===== config.mk =====
export PLATFORM = sky130hd
export DESIGN_NAME = aip_slave_router_n
export DESIGN_NICKNAME = d
export VERILOG_FILES = /design/src/rtl/aip_router_pkg.sv /design/src/rtl/aip_int_ctrl.sv /design/src/rtl/aip_slave_router_n.sv
export SDC_FILE = /design/constraint.sdc
export NUM_CORES = 1
export LEC_CHECK = 0
export ABC_AREA = 1
export BUFFER_PORTS_ARGS = -buffer_cell sky130_fd_sc_hd__buf_2
export CORE_AREA = 8 8 127 129
export CTS_BUF_LIST = sky130_fd_sc_hd__clkbuf_8
export DETAILED_ROUTE_END_ITERATION = 10
export DIE_AREA = 0 0 135 137
export GPL_TIMING_DRIVEN = 0
export PLACE_DENSITY = 0.88
export REMOVE_ABC_BUFFERS = 1
export SLEW_MARGIN = 20
export SYNTH_ARGS = -nofsm -noshare
export SYNTH_HDL_FRONTEND = slang
export SYNTH_SLANG_ARGS = --single-unit

===== constraint.sdc =====
create_clock -name clk -period 2.4 [get_ports clk]
set_input_delay 0 -clock clk [delete_from_list [all_inputs] [get_ports clk]]
set_output_delay 0 -clock clk [all_outputs]
set_load 0.02 [all_outputs]

===== src/rtl/aip_router_pkg.sv =====
// Shared constants and helpers for the N-slave AIP router.
package aip_router_pkg;

    // Bit positions of the host strobes inside the packed strobe vector.
    localparam int STB_WRITE  = 0;
    localparam int STB_READ   = 1;
    localparam int STB_START  = 2;
    localparam int STB_COUNT  = 3;

    // Largest supported slave count; rr_pick works on vectors of this width.
    localparam int MAX_SLAVES = 16;

    // Width of a slave index. It is never narrower than one bit, even with a single slave.
    function automatic int clog2_min1(input int n);
        int r;
        r = $clog2(n);
        return (r < 1) ? 1 : r;
    endfunction

    // Return the first set bit of pm at or above ptr, wrapping modulo n.
    // If no bit is set, the result is 0.
    function automatic logic [3:0] rr_pick(input logic [MAX_SLAVES-1:0] pm,
                                           input logic [3:0]            ptr,
                                           input int                    n);
        logic [3:0] pick;
        logic       found;
        int         idx;
        pick  = '0;
        found = 1'b0;
        for (int i = 0; i < MAX_SLAVES; i++) begin
            idx = int'(ptr) + i;
            if (idx >= n) idx = idx - n;
            if (i < n && !found && pm[idx[3:0]]) begin
                pick  = idx[3:0];
                found = 1'b1;
            end
        end
        return pick;
    endfunction

endpackage


===== src/rtl/aip_int_ctrl.sv =====
// Interrupt aggregation: rising-edge capture, pending/mask, round-robin id
// selection with acknowledge, plus per-slave busy tracking.
module aip_int_ctrl
    import aip_router_pkg::*;
#(
    parameter  int NUM_SLAVES = 3,
    localparam int SEL_WIDTH  = clog2_min1(NUM_SLAVES)
) (
    input  logic                  clk,
    input  logic                  rst,
    input  logic [NUM_SLAVES-1:0] int_s,
    input  logic [NUM_SLAVES-1:0] start_fwd,
    input  logic                  mask_wr,
    input  logic [NUM_SLAVES-1:0] mask_data,
    input  logic                  int_ack,
    output logic                  int_req,
    output logic [SEL_WIDTH-1:0]  int_id,
    output logic [NUM_SLAVES-1:0] busy
);

    logic [NUM_SLAVES-1:0] int_prev_q;
    logic [NUM_SLAVES-1:0] pending_q;
    logic [NUM_SLAVES-1:0] mask_q;
    logic [SEL_WIDTH-1:0]  rr_ptr_q;

    logic [NUM_SLAVES-1:0] rise;
    logic [NUM_SLAVES-1:0] ack_clr;
    logic [NUM_SLAVES-1:0] pending_nxt;
    logic [NUM_SLAVES-1:0] mask_nxt;
    logic [SEL_WIDTH-1:0]  ptr_nxt;
    logic [SEL_WIDTH-1:0]  id_nxt;
    logic                  ack_ok;

    // Next-state of pending/mask/pointer. req and id are registered from these
    // next values, so an ack is seen in o_int_req on the following cycle.
    always_comb begin
        rise    = int_s & ~int_prev_q;
        ack_ok  = int_ack & int_req;
        ack_clr = '0;
        ptr_nxt = rr_ptr_q;
        if (ack_ok) begin
            ack_clr[int_id] = 1'b1;
            ptr_nxt = (int'(int_id) == NUM_SLAVES - 1) ? '0 : int_id + 1'b1;
        end
        // A new edge in the same cycle as an ack keeps the slave pending.
        pending_nxt = (pending_q & ~ack_clr) | rise;
        mask_nxt    = mask_wr ? mask_data : mask_q;
        id_nxt      = SEL_WIDTH'(rr_pick(MAX_SLAVES'(pending_nxt & mask_nxt),
                                         4'(ptr_nxt), NUM_SLAVES));
    end

    // Interrupt state registers and busy flags. A start sets busy and wins over a clearing edge.
    always_ff @(posedge clk) begin
        if (rst) begin
            int_prev_q <= '0;
            pending_q  <= '0;
            mask_q     <= '1;
            rr_ptr_q   <= '0;
            int_req    <= 1'b0;
            int_id     <= '0;
            busy       <= '0;
        end else begin
            int_prev_q <= int_s;
            pending_q  <= pending_nxt;
            mask_q     <= mask_nxt;
            rr_ptr_q   <= ptr_nxt;
            int_req    <= |(pending_nxt & mask_nxt);
            int_id     <= id_nxt;
            busy       <= (busy & ~rise) | start_fwd;
        end
    end

endmodule


===== src/rtl/aip_slave_router_n.sv =====
// Host-port to N-slave router: command decode, per-channel registers,
// read-return pipeline, and the interrupt controller instance.
//
// Strobe/valid semantics: host strobes are single-cycle pulses with no
// back-pressure. An accepted command appears on the slave strobes one cycle
// later. A read returns o_data_out together with a one-cycle o_rd_valid two
// cycles after it is issued. One read may be issued every cycle.
module aip_slave_router_n
    import aip_router_pkg::*;
#(
    parameter  int NUM_SLAVES = 3,
    parameter  int DATA_WIDTH = 32,
    parameter  int CONF_WIDTH = 5,
    localparam int SEL_WIDTH  = clog2_min1(NUM_SLAVES)
) (
    input  logic                             clk,
    input  logic                             rst,
    input  logic                             i_en_s,
    input  logic [SEL_WIDTH-1:0]             i_sel,
    input  logic [DATA_WIDTH-1:0]            i_data_in,
    input  logic [CONF_WIDTH-1:0]            i_conf_dbus,
    input  logic                             i_write,
    input  logic                             i_read,
    input  logic                             i_start,
    output logic [DATA_WIDTH-1:0]            o_data_out,
    output logic                             o_rd_valid,
    output logic                             o_sel_err,
    input  logic                             i_mask_wr,
    input  logic [NUM_SLAVES-1:0]            i_mask_data,
    input  logic                             i_int_ack,
    output logic                             o_int_req,
    output logic [SEL_WIDTH-1:0]             o_int_id,
    output logic [NUM_SLAVES-1:0]            o_busy,
    output logic [NUM_SLAVES*DATA_WIDTH-1:0] o_data_s,
    output logic [NUM_SLAVES*CONF_WIDTH-1:0] o_conf_s,
    output logic [NUM_SLAVES-1:0]            o_write_s,
    output logic [NUM_SLAVES-1:0]            o_read_s,
    output logic [NUM_SLAVES-1:0]            o_start_s,
    input  logic [NUM_SLAVES*DATA_WIDTH-1:0] i_data_s,
    input  logic [NUM_SLAVES-1:0]            i_int_s
);

    localparam logic [SEL_WIDTH:0] NUM_S = (SEL_WIDTH + 1)'(NUM_SLAVES);

    logic [STB_COUNT-1:0] stb;
    logic                 any_stb;
    logic                 in_range;
    logic                 accept;
    logic                 reject;

    logic                 rd_pend_q;
    logic                 rd_err_q;
    logic [SEL_WIDTH-1:0] rd_sel_q;

    // Decode the host command into accept, reject or ignore.
    always_comb begin
        stb            = '0;
        stb[STB_WRITE] = i_write;
        stb[STB_READ]  = i_read;
        stb[STB_START] = i_start;
        any_stb        = |stb;
        in_range       = {1'b0, i_sel} < NUM_S;
        accept         = i_en_s & any_stb & in_range;
        reject         = i_en_s & any_stb & ~in_range;
    end

    // Channel registers: strobes pulse for one cycle. Data and conf hold until the channel is next addressed.
    always_ff @(posedge clk) begin
        if (rst) begin
            o_write_s <= '0;
            o_read_s  <= '0;
            o_start_s <= '0;
            o_data_s  <= '0;
            o_conf_s  <= '0;
            o_sel_err <= 1'b0;
            rd_pend_q <= 1'b0;
            rd_err_q  <= 1'b0;
            rd_sel_q  <= '0;
        end else begin
            o_write_s <= '0;
            o_read_s  <= '0;
            o_start_s <= '0;
            o_sel_err <= reject;
            rd_pend_q <= (accept | reject) & stb[STB_READ];
            rd_err_q  <= reject & stb[STB_READ];
            if (accept) begin
                o_write_s[i_sel] <= stb[STB_WRITE];
                o_read_s[i_sel]  <= stb[STB_READ];
                o_start_s[i_sel] <= stb[STB_START];
                o_data_s[i_sel*DATA_WIDTH +: DATA_WIDTH] <= i_data_in;
                o_conf_s[i_sel*CONF_WIDTH +: CONF_WIDTH] <= i_conf_dbus;
                rd_sel_q <= i_sel;
            end
        end
    end

    // Read return: sample the addressed slave at the end of the strobe cycle. An out-of-range read returns zero.
    always_ff @(posedge clk) begin
        if (rst) begin
            o_data_out <= '0;
            o_rd_valid <= 1'b0;
        end else begin
            o_rd_valid <= rd_pend_q;
            if (rd_pend_q) begin
                o_data_out <= rd_err_q ? '0 : i_data_s[rd_sel_q*DATA_WIDTH +: DATA_WIDTH];
            end
        end
    end

    aip_int_ctrl #(
        .NUM_SLAVES (NUM_SLAVES)
    ) u_int_ctrl (
        .clk       (clk),
        .rst       (rst),
        .int_s     (i_int_s),
        .start_fwd (o_start_s),
        .mask_wr   (i_mask_wr),
        .mask_data (i_mask_data),
        .int_ack   (i_int_ack),
        .int_req   (o_int_req),
        .int_id    (o_int_id),
        .busy      (o_busy)
    );

endmodule


==> impl_metrics.tcl, run 1 <==
set metrics [dict create \
    hold_violations 0 \
    cp.required_ns 2.80 \
    drc 0 \
    grt_util_met1 0.349 \
    worstSetupPathType "in -> reg" \
    synthTopCellsByArea "dfxtp_1 47%, a21oi_1 10%, nand2_1 9.8%" \
    clock_latency_ns 0.47 \
    worst-path-buf-inv 5 \
    crit_path_top_delay_cell "nor3_4" \
    cts_htree_levels 4 \
    max_freq_ghz 0.446 \
    place_congestion 0.882 \
    whs_path_depth 5 \
    grt_max_degree 78 \
    finalCriticalPeriod_ns 2.24 \
    critical-path-top-delay-family "buffers and inverters" \
    setup_viol 0 \
    synthArstFlopShare 0 \
    use_met3 0.122 \
    io_pins 309 \
    peakVddDrop_mv 0.413 \
    grt_pass1_vias 8981 \
    cellPowerDensity_nw_per_um2 593 \
    fin_crit_sh 0.935 \
    synthesis.area_um2 7440 \
    core_area_um2 14200 \
    worst_setup_path_end_kind "flop" \
    drt_iter0_markers 865 \
    yosysTopAreaCell "dfxtp_1" \
    cts_buffers 17 \
    drive_gt1_frac 0.265 \
    grt_pass1_wl_um 47600 \
    place_area_um2 8930 \
    dp.cells 1419 \
    leakagePower_nw 4.94 \
    avgViaCountPerCell 5.81 \
    synth-seq-area-share 0.471 \
    clockRootBuffer "clkbuf_8" \
    busiest_layer "met2" \
    cpMostUsedCell "inv_1" \
    rsz0062_at_grt "false" \
    wl_per_cell_um 19.7 \
    start_util 0.524 \
    syn_area_per_cell_um2 7.40 \
    yosysUniqueCellTypes 29 \
    reg2reg_depth 5 \
    die_h_um 137 \
    cp_max_fo 34 \
    tightest_slew_ns 1.17 \
    area_delta_synth_final_pct 45.7 \
    cts.sinks 175 \
    fin_skew_ns 0.0118 \
    design_area_um2 10800 \
    cp_cell_sequence "buf_2 > inv_1 > ha_1 > inv_2 > nor3_4 > buf_8 > inv_1 > nor3_1 > a21oi_1 > nor2_1" \
    yosys_register_bits 175 \
    clock_path_buffers 2 \
    outcome "completed" \
    hold_class "in -> reg" \
    std_cell_rows 44 \
    drv_slew 0 \
    grt_use_met2 0.529 \
    yosysMostFrequentCell "nand2_1" \
    critPathArrivalTime_ns 2.65 \
    dpl.hpwl_um 17300 \
    synthCells 1005 \
    die_x_um 135 \
    r2r_slack_ns 0.22 \
    grt_antenna_before_repair 3 \
    final_net_count 1558 \
    vias 9295 \
    path_depth 10 \
    post-synth-top-area-fraction 0.471 \
    utilization 0.763 \
    cts_tree "yes" \
    dr.pass1.iters 6 \
    path_clk_slew_ns 0.09 \
    place.port_buffers 308 \
    critPathMaxStageDelay_ns 0.59 \
    maxSlewHeadroom 0.216 \
    final_antenna_net_count 0 \
    track_usage 0.321 \
    yosysWarnings 0 \
    finalNonFillerCells 1600 \
    yosys-top-cells-count "194 x nand2_1, 175 x dfxtp_1, 151 x a21oi_1" \
    grt_overflow 0 \
    die-area_um2 18500 \
    startpoint_type "primary input" \
    synth-edff-count 0 \
    cap_violations 0 \
    synth_ff_type "dfxtp_1" \
    drt_wl_total_um 31400 \
]
-- logic make-up (layout without fill, tap and decap cells) --
kind of cell,Yosys count,count (layout),share of synthesized area
and+or+nand+nor,473,475,0.286
AOI/OAI and AO/OA,232,232,0.159
DFF,175,175,0.471
buffers and inverters,116,522,0.0685
adders and majority gates,9,9,0.0151
other,0,3,0
-- worst min-delay path: cells and delay by family --
family | cells | cell delay (ns)
AO/OA/AOI/OAI | 3 | 0.33
AND/OR/NAND/NOR | 1 | 0.05
buffers and inverters | 1 | 0.07
-- metal layers --
layer,wire length (µm),vias up
met3,4280,164
met2,14600,727
met5,13,-
met4,1710,2
li1,-,4173
met1,10800,4229
-- cell type report --
class	instances	area, µm²
flip-flops and latches	175	3510
multi-input cells	716	3470
fillers	911	3370
repair buffers	454	3040
clock buffers	19	262
well taps	184	230
clock inverters	13	160
inverters	35	143
repair inverters	1	7.51
diodes	3	7.51
-- flip-flops by register name, indices dropped and copies added, names as in the netlist, 2 cells and up --
| signal | flops |
|---|---|
| o_data_s | 96 |
| o_data_out | 32 |
| o_conf_s | 15 |
| o_read_s | 3 |
| o_start_s | 3 |
| o_write_s | 3 |
| u_int_ctrl.busy | 3 |
| u_int_ctrl.int_prev_q | 3 |
| u_int_ctrl.mask_q | 3 |
| u_int_ctrl.pending_q | 3 |
| rd_sel_q | 2 |
| u_int_ctrl.int_id | 2 |
| u_int_ctrl.rr_ptr_q | 2 |
-- stage by stage --
step / total power, W / hold WS, ns / setup slack [ns] / setup TNS (ns)
after floorplan: 0.00363 / 0.0691 / 0.112 / 0
after global placement: 0.00400 / 0.209 / -1.42 / -139.68
after detailed placement: 0.00404 / 0.233 / -0.346 / -11.28
after CTS: 0.00634 / 0.000927 / 0.0115 / 0
after global routing: 0.00666 / 0.0446 / 0.0289 / 0
final: 0.00643 / 0.0432 / 0.157 / 0
-- cell usage in the layout, fill, tap and decap left out, drive strengths merged --
cell type	synthesis	layout
o31ai	1	1
a21oi	151	151
bufinv	0	3
ha	9	9
nor3	37	37
nand3	45	45
or3	26	26
buf	30	313
a21boi	1	1
or2	6	6
nand3b	1	1
nor2	111	113
inv	34	38
dlygate4sd3	0	140
o21ai	79	79
diode	0	3
dfxtp	175	175
clkinv	1	2
clkinvlp	0	6
clkbuf	51	20
nand4	47	47
nand2	200	200
-- power by group --
part           switching (W)  internal, W
logic               0.000721     0.000466
clock network        0.00111      0.00109
registers          0.0000689      0.00297
-- timing repair --
action | in CTS | in global routing
gates cloned | 0 | 3
buffers inserted | 0 | 3
endpoints found under the hold margin | 168 | 0
setup endpoints to repair | 32 | 40
hold buffers | 140 | 0
pin swaps | 1 | 2
resized for setup | 2 | 7
-- worst paths after layout --
check                           endpoint                       start
min reg2reg   o_data_out[6]$_SDFFE_PP0P_  o_data_out[6]$_SDFFE_PP0P_
min          o_data_out[18]$_SDFFE_PP0P_                i_data_s[18]
max reg2reg  o_data_out[15]$_SDFFE_PP0P_    rd_sel_q[0]$_SDFFE_PP0P_
max             o_data_s[6]$_SDFFE_PP0P_                    i_sel[0]
Note: power is estimated with default switching activity, not from simulation.
==> run 2, diff against run 1 <==
--- a/config.mk
+++ b/config.mk
@@ -13,8 +13,8 @@
 export DIE_AREA = 0 0 135 137
 export GPL_TIMING_DRIVEN = 0
 export PLACE_DENSITY = 0.88
+export RECOVER_POWER = 50
 export REMOVE_ABC_BUFFERS = 1
-export SLEW_MARGIN = 20
 export SYNTH_ARGS = -nofsm -noshare
 export SYNTH_HDL_FRONTEND = slang
 export SYNTH_SLANG_ARGS = --single-unit
==> run 2 against run 1 <==
Against the previous run:
- utilization shrank 1.9 points
- critical path depth decreased by 5
- critical path type is now reg -> reg
- total power rose by 3.5%
- final area decreased by 2.5%
- setup slack worse by 0.019 ns
- cell count fell by 0.81%
- largest cell class unchanged
- clock-buffer cell count is the same
- clock skew down 0.0015 ns
- critical endpoint is now o_data_out[13]$_SDFFE_PP0P_
- die area unchanged
- hold slack worse by 0.010 ns
==> impl_metrics.tcl, run 2 (synthesis results as in run 1) <==
set metrics [dict create \
    rsz0062_at_grt "false" \
    rr_endpoint "o_data_out[13]$_SDFFE_PP0P_" \
    vias 9249 \
    whs_path_depth 5 \
    cpMostUsedCell "o21ai_0" \
    drc 0 \
    clockRootBuffer "clkbuf_8" \
    reg2reg_depth 5 \
    setup_viol 0 \
    dp.cells 1419 \
    grt_pass1_wl_um 47000 \
    crit_path_top_delay_cell "inv_1" \
    cp_max_fo 34 \
    dpl.hpwl_um 17300 \
    grt_antenna_before_repair 1 \
    hold_violations 0 \
    place.port_buffers 308 \
    fin_setup_tns_ns 0 \
    reg2reg_from "rd_sel_q[1]$_SDFFE_PP0P_" \
    power.internal_w 0.00474 \
    p_clk_frac 0.368 \
    r2r_slack_ns 0.14 \
    p_sw_w 0.00192 \
    final_antenna_net_count 0 \
    hold_path_end "o_data_out[12]$_SDFFE_PP0P_" \
    power_w 0.00665 \
    grt_max_degree 78 \
    die_x_um 135 \
    clock_latency_ns 0.46 \
    cts_tree "yes" \
    drv_slew 0 \
    fillCellCount 1009 \
    die-area_um2 18500 \
    grt_pass1_vias 8807 \
    place_ws_ns -0.996 \
    largest_registers "o_data_s (96), o_data_out (32), o_conf_s (15)" \
    fin_crit_sh 0.942 \
    max_freq_ghz 0.442 \
    hold_class "in -> reg" \
    dr.pass1.iters 5 \
    cap_violations 0 \
    top_register "o_data_s" \
    cp_cell_sequence "inv_1 > o21ai_0 > o21ai_0 > nand2_1 > a21oi_1" \
    holdCritStartpoint "i_data_s[12]" \
    layout_setup_ws_ns 0.138 \
    layout_common_cells "194 x nand2_1, 173 x dfxtp_1, 160 x clkbuf_1" \
    critical-path-top-delay-family "buffers and inverters" \
    critPathArrivalTime_ns 2.65 \
    critPathMaxStageDelay_ns 0.83 \
    worst_setup_path_end_kind "flop" \
    cellPowerDensity_nw_per_um2 630 \
    finalCriticalPeriod_ns 2.26 \
    std_cell_rows 44 \
    final_net_count 1547 \
    swShare 0.288 \
    maxSlewHeadroom 0.156 \
    cts.sinks 175 \
    grt_overflow 0 \
    startpoint_type "flop" \
    wl_per_cell_um 19.7 \
    cts_htree_levels 4 \
    outcome "completed" \
    worst-path-buf-inv 1 \
    avgViaCountPerCell 5.83 \
    peakVddDrop_mv 0.475 \
    fin_skew_ns 0.0103 \
    drt_wl_total_um 31200 \
    place_area_um2 8920 \
    place_congestion 0.882 \
    mostFrequentLayoutCell "nand2_1" \
    area_delta_synth_final_pct 42.0 \
    tightest_slew_ns 1.26 \
    start_util 0.524 \
    seqPwrFrac 0.458 \
    track_usage 0.319 \
    cp.required_ns 2.79 \
    design_area_um2 10600 \
    io_pins 309 \
    leakagePower_nw 4.19 \
    path_clk_slew_ns 0.08 \
    largest_register_ffs 96 \
    clock_path_buffers 2 \
    cts_buffers 17 \
    drt_iter0_markers 929 \
    power.combinational.fraction 0.174 \
    drive_gt1_frac 0.150 \
    core_area_um2 14200 \
    worstSetupPathType "reg -> reg" \
    finalNonFillerCells 1587 \
    die_h_um 137 \
]
==> run 2: what timing repair did <==
item / CTS / global route
pin swaps: 1 / 1
gates resized for setup: 5 / 1
setup endpoints to repair: 102 / 41
cloned: 1 / 1
hold buffers: 133 / 0
buffers inserted: 0 / 0
endpoints found under the hold margin: 168 / 0
==> run 2: through the flow <==
step                 util  hold slack [ns]
floorplan               -           0.0691
global placement    0.622            0.209
detailed placement  0.628            0.225
CTS                 0.757          0.00192
global route        0.744           0.0380
finish              0.744           0.0327
==> run 2: layer usage <==
| layer | share of wire | GRT usage |
|---|---|---|
| met3 | 0.14 | 0.126 |
| met4 | 0.045 | 0.160 |
| met5 | 0 | 0 |
| met1 | 0.34 | 0.346 |
| met2 | 0.47 | 0.533 |
==> run 2: how the worst max path moves through the flow <==
stage                              from                     endpoint  slack (ns)  cells after the start
3_5_place_dp                   i_sel[0]    o_conf_s[14]$_SDFFE_PP0P_        -1.0                      7
6_report       rd_sel_q[1]$_SDFFE_PP0P_  o_data_out[13]$_SDFFE_PP0P_        0.14                      5
4_1_cts                          i_read    o_conf_s[14]$_SDFFE_PP0P_       0.008                      8
5_1_grt                        i_sel[0]    o_data_s[11]$_SDFFE_PP0P_        0.02                     10
2_1_floorplan      rd_pend_q$_SDFF_PP0_   o_data_out[0]$_SDFFE_PP0P_        0.11                      4
3_3_place_gp                   i_sel[0]    o_data_s[24]$_SDFFE_PP0P_       -1.42                      9
==> run 2: final cells by class <==
cell class / instances / area (µm²) / share of cell area
Clock inverter: 13 / 221 / 0.0210
Antenna cell: 1 / 2.50 / 0.000237
Clock buffer: 19 / 262 / 0.0248
Sequential cell: 175 / 3510 / 0.332
Multi-Input combinational cell: 716 / 3460 / 0.327
Inverter: 35 / 135 / 0.0128
Tap cell: 184 / 230 / 0.0218
Timing Repair Buffer: 444 / 2750 / 0.260
==> run 2: worst register-to-register path: cells and delay by family (launching register included) <==
family,cells,cell delay (ns)
AO/OA/AOI/OAI,3,0.74
buffers and inverters,1,0.83
AND/OR/NAND/NOR,1,0.09
flip-flops,1,0.55
==> run 2: power groups by stage <==
stage	Sequential (W)	Combinational [W]	Clock (W)
after global routing	0.00305	0.00124	0.00259
after CTS	0.00304	0.00111	0.00245
after floorplan	0.00316	0.000469	0
after global placement	0.00310	0.000904	0
final	0.00305	0.00116	0.00245
after detailed placement	0.00310	0.000929	0
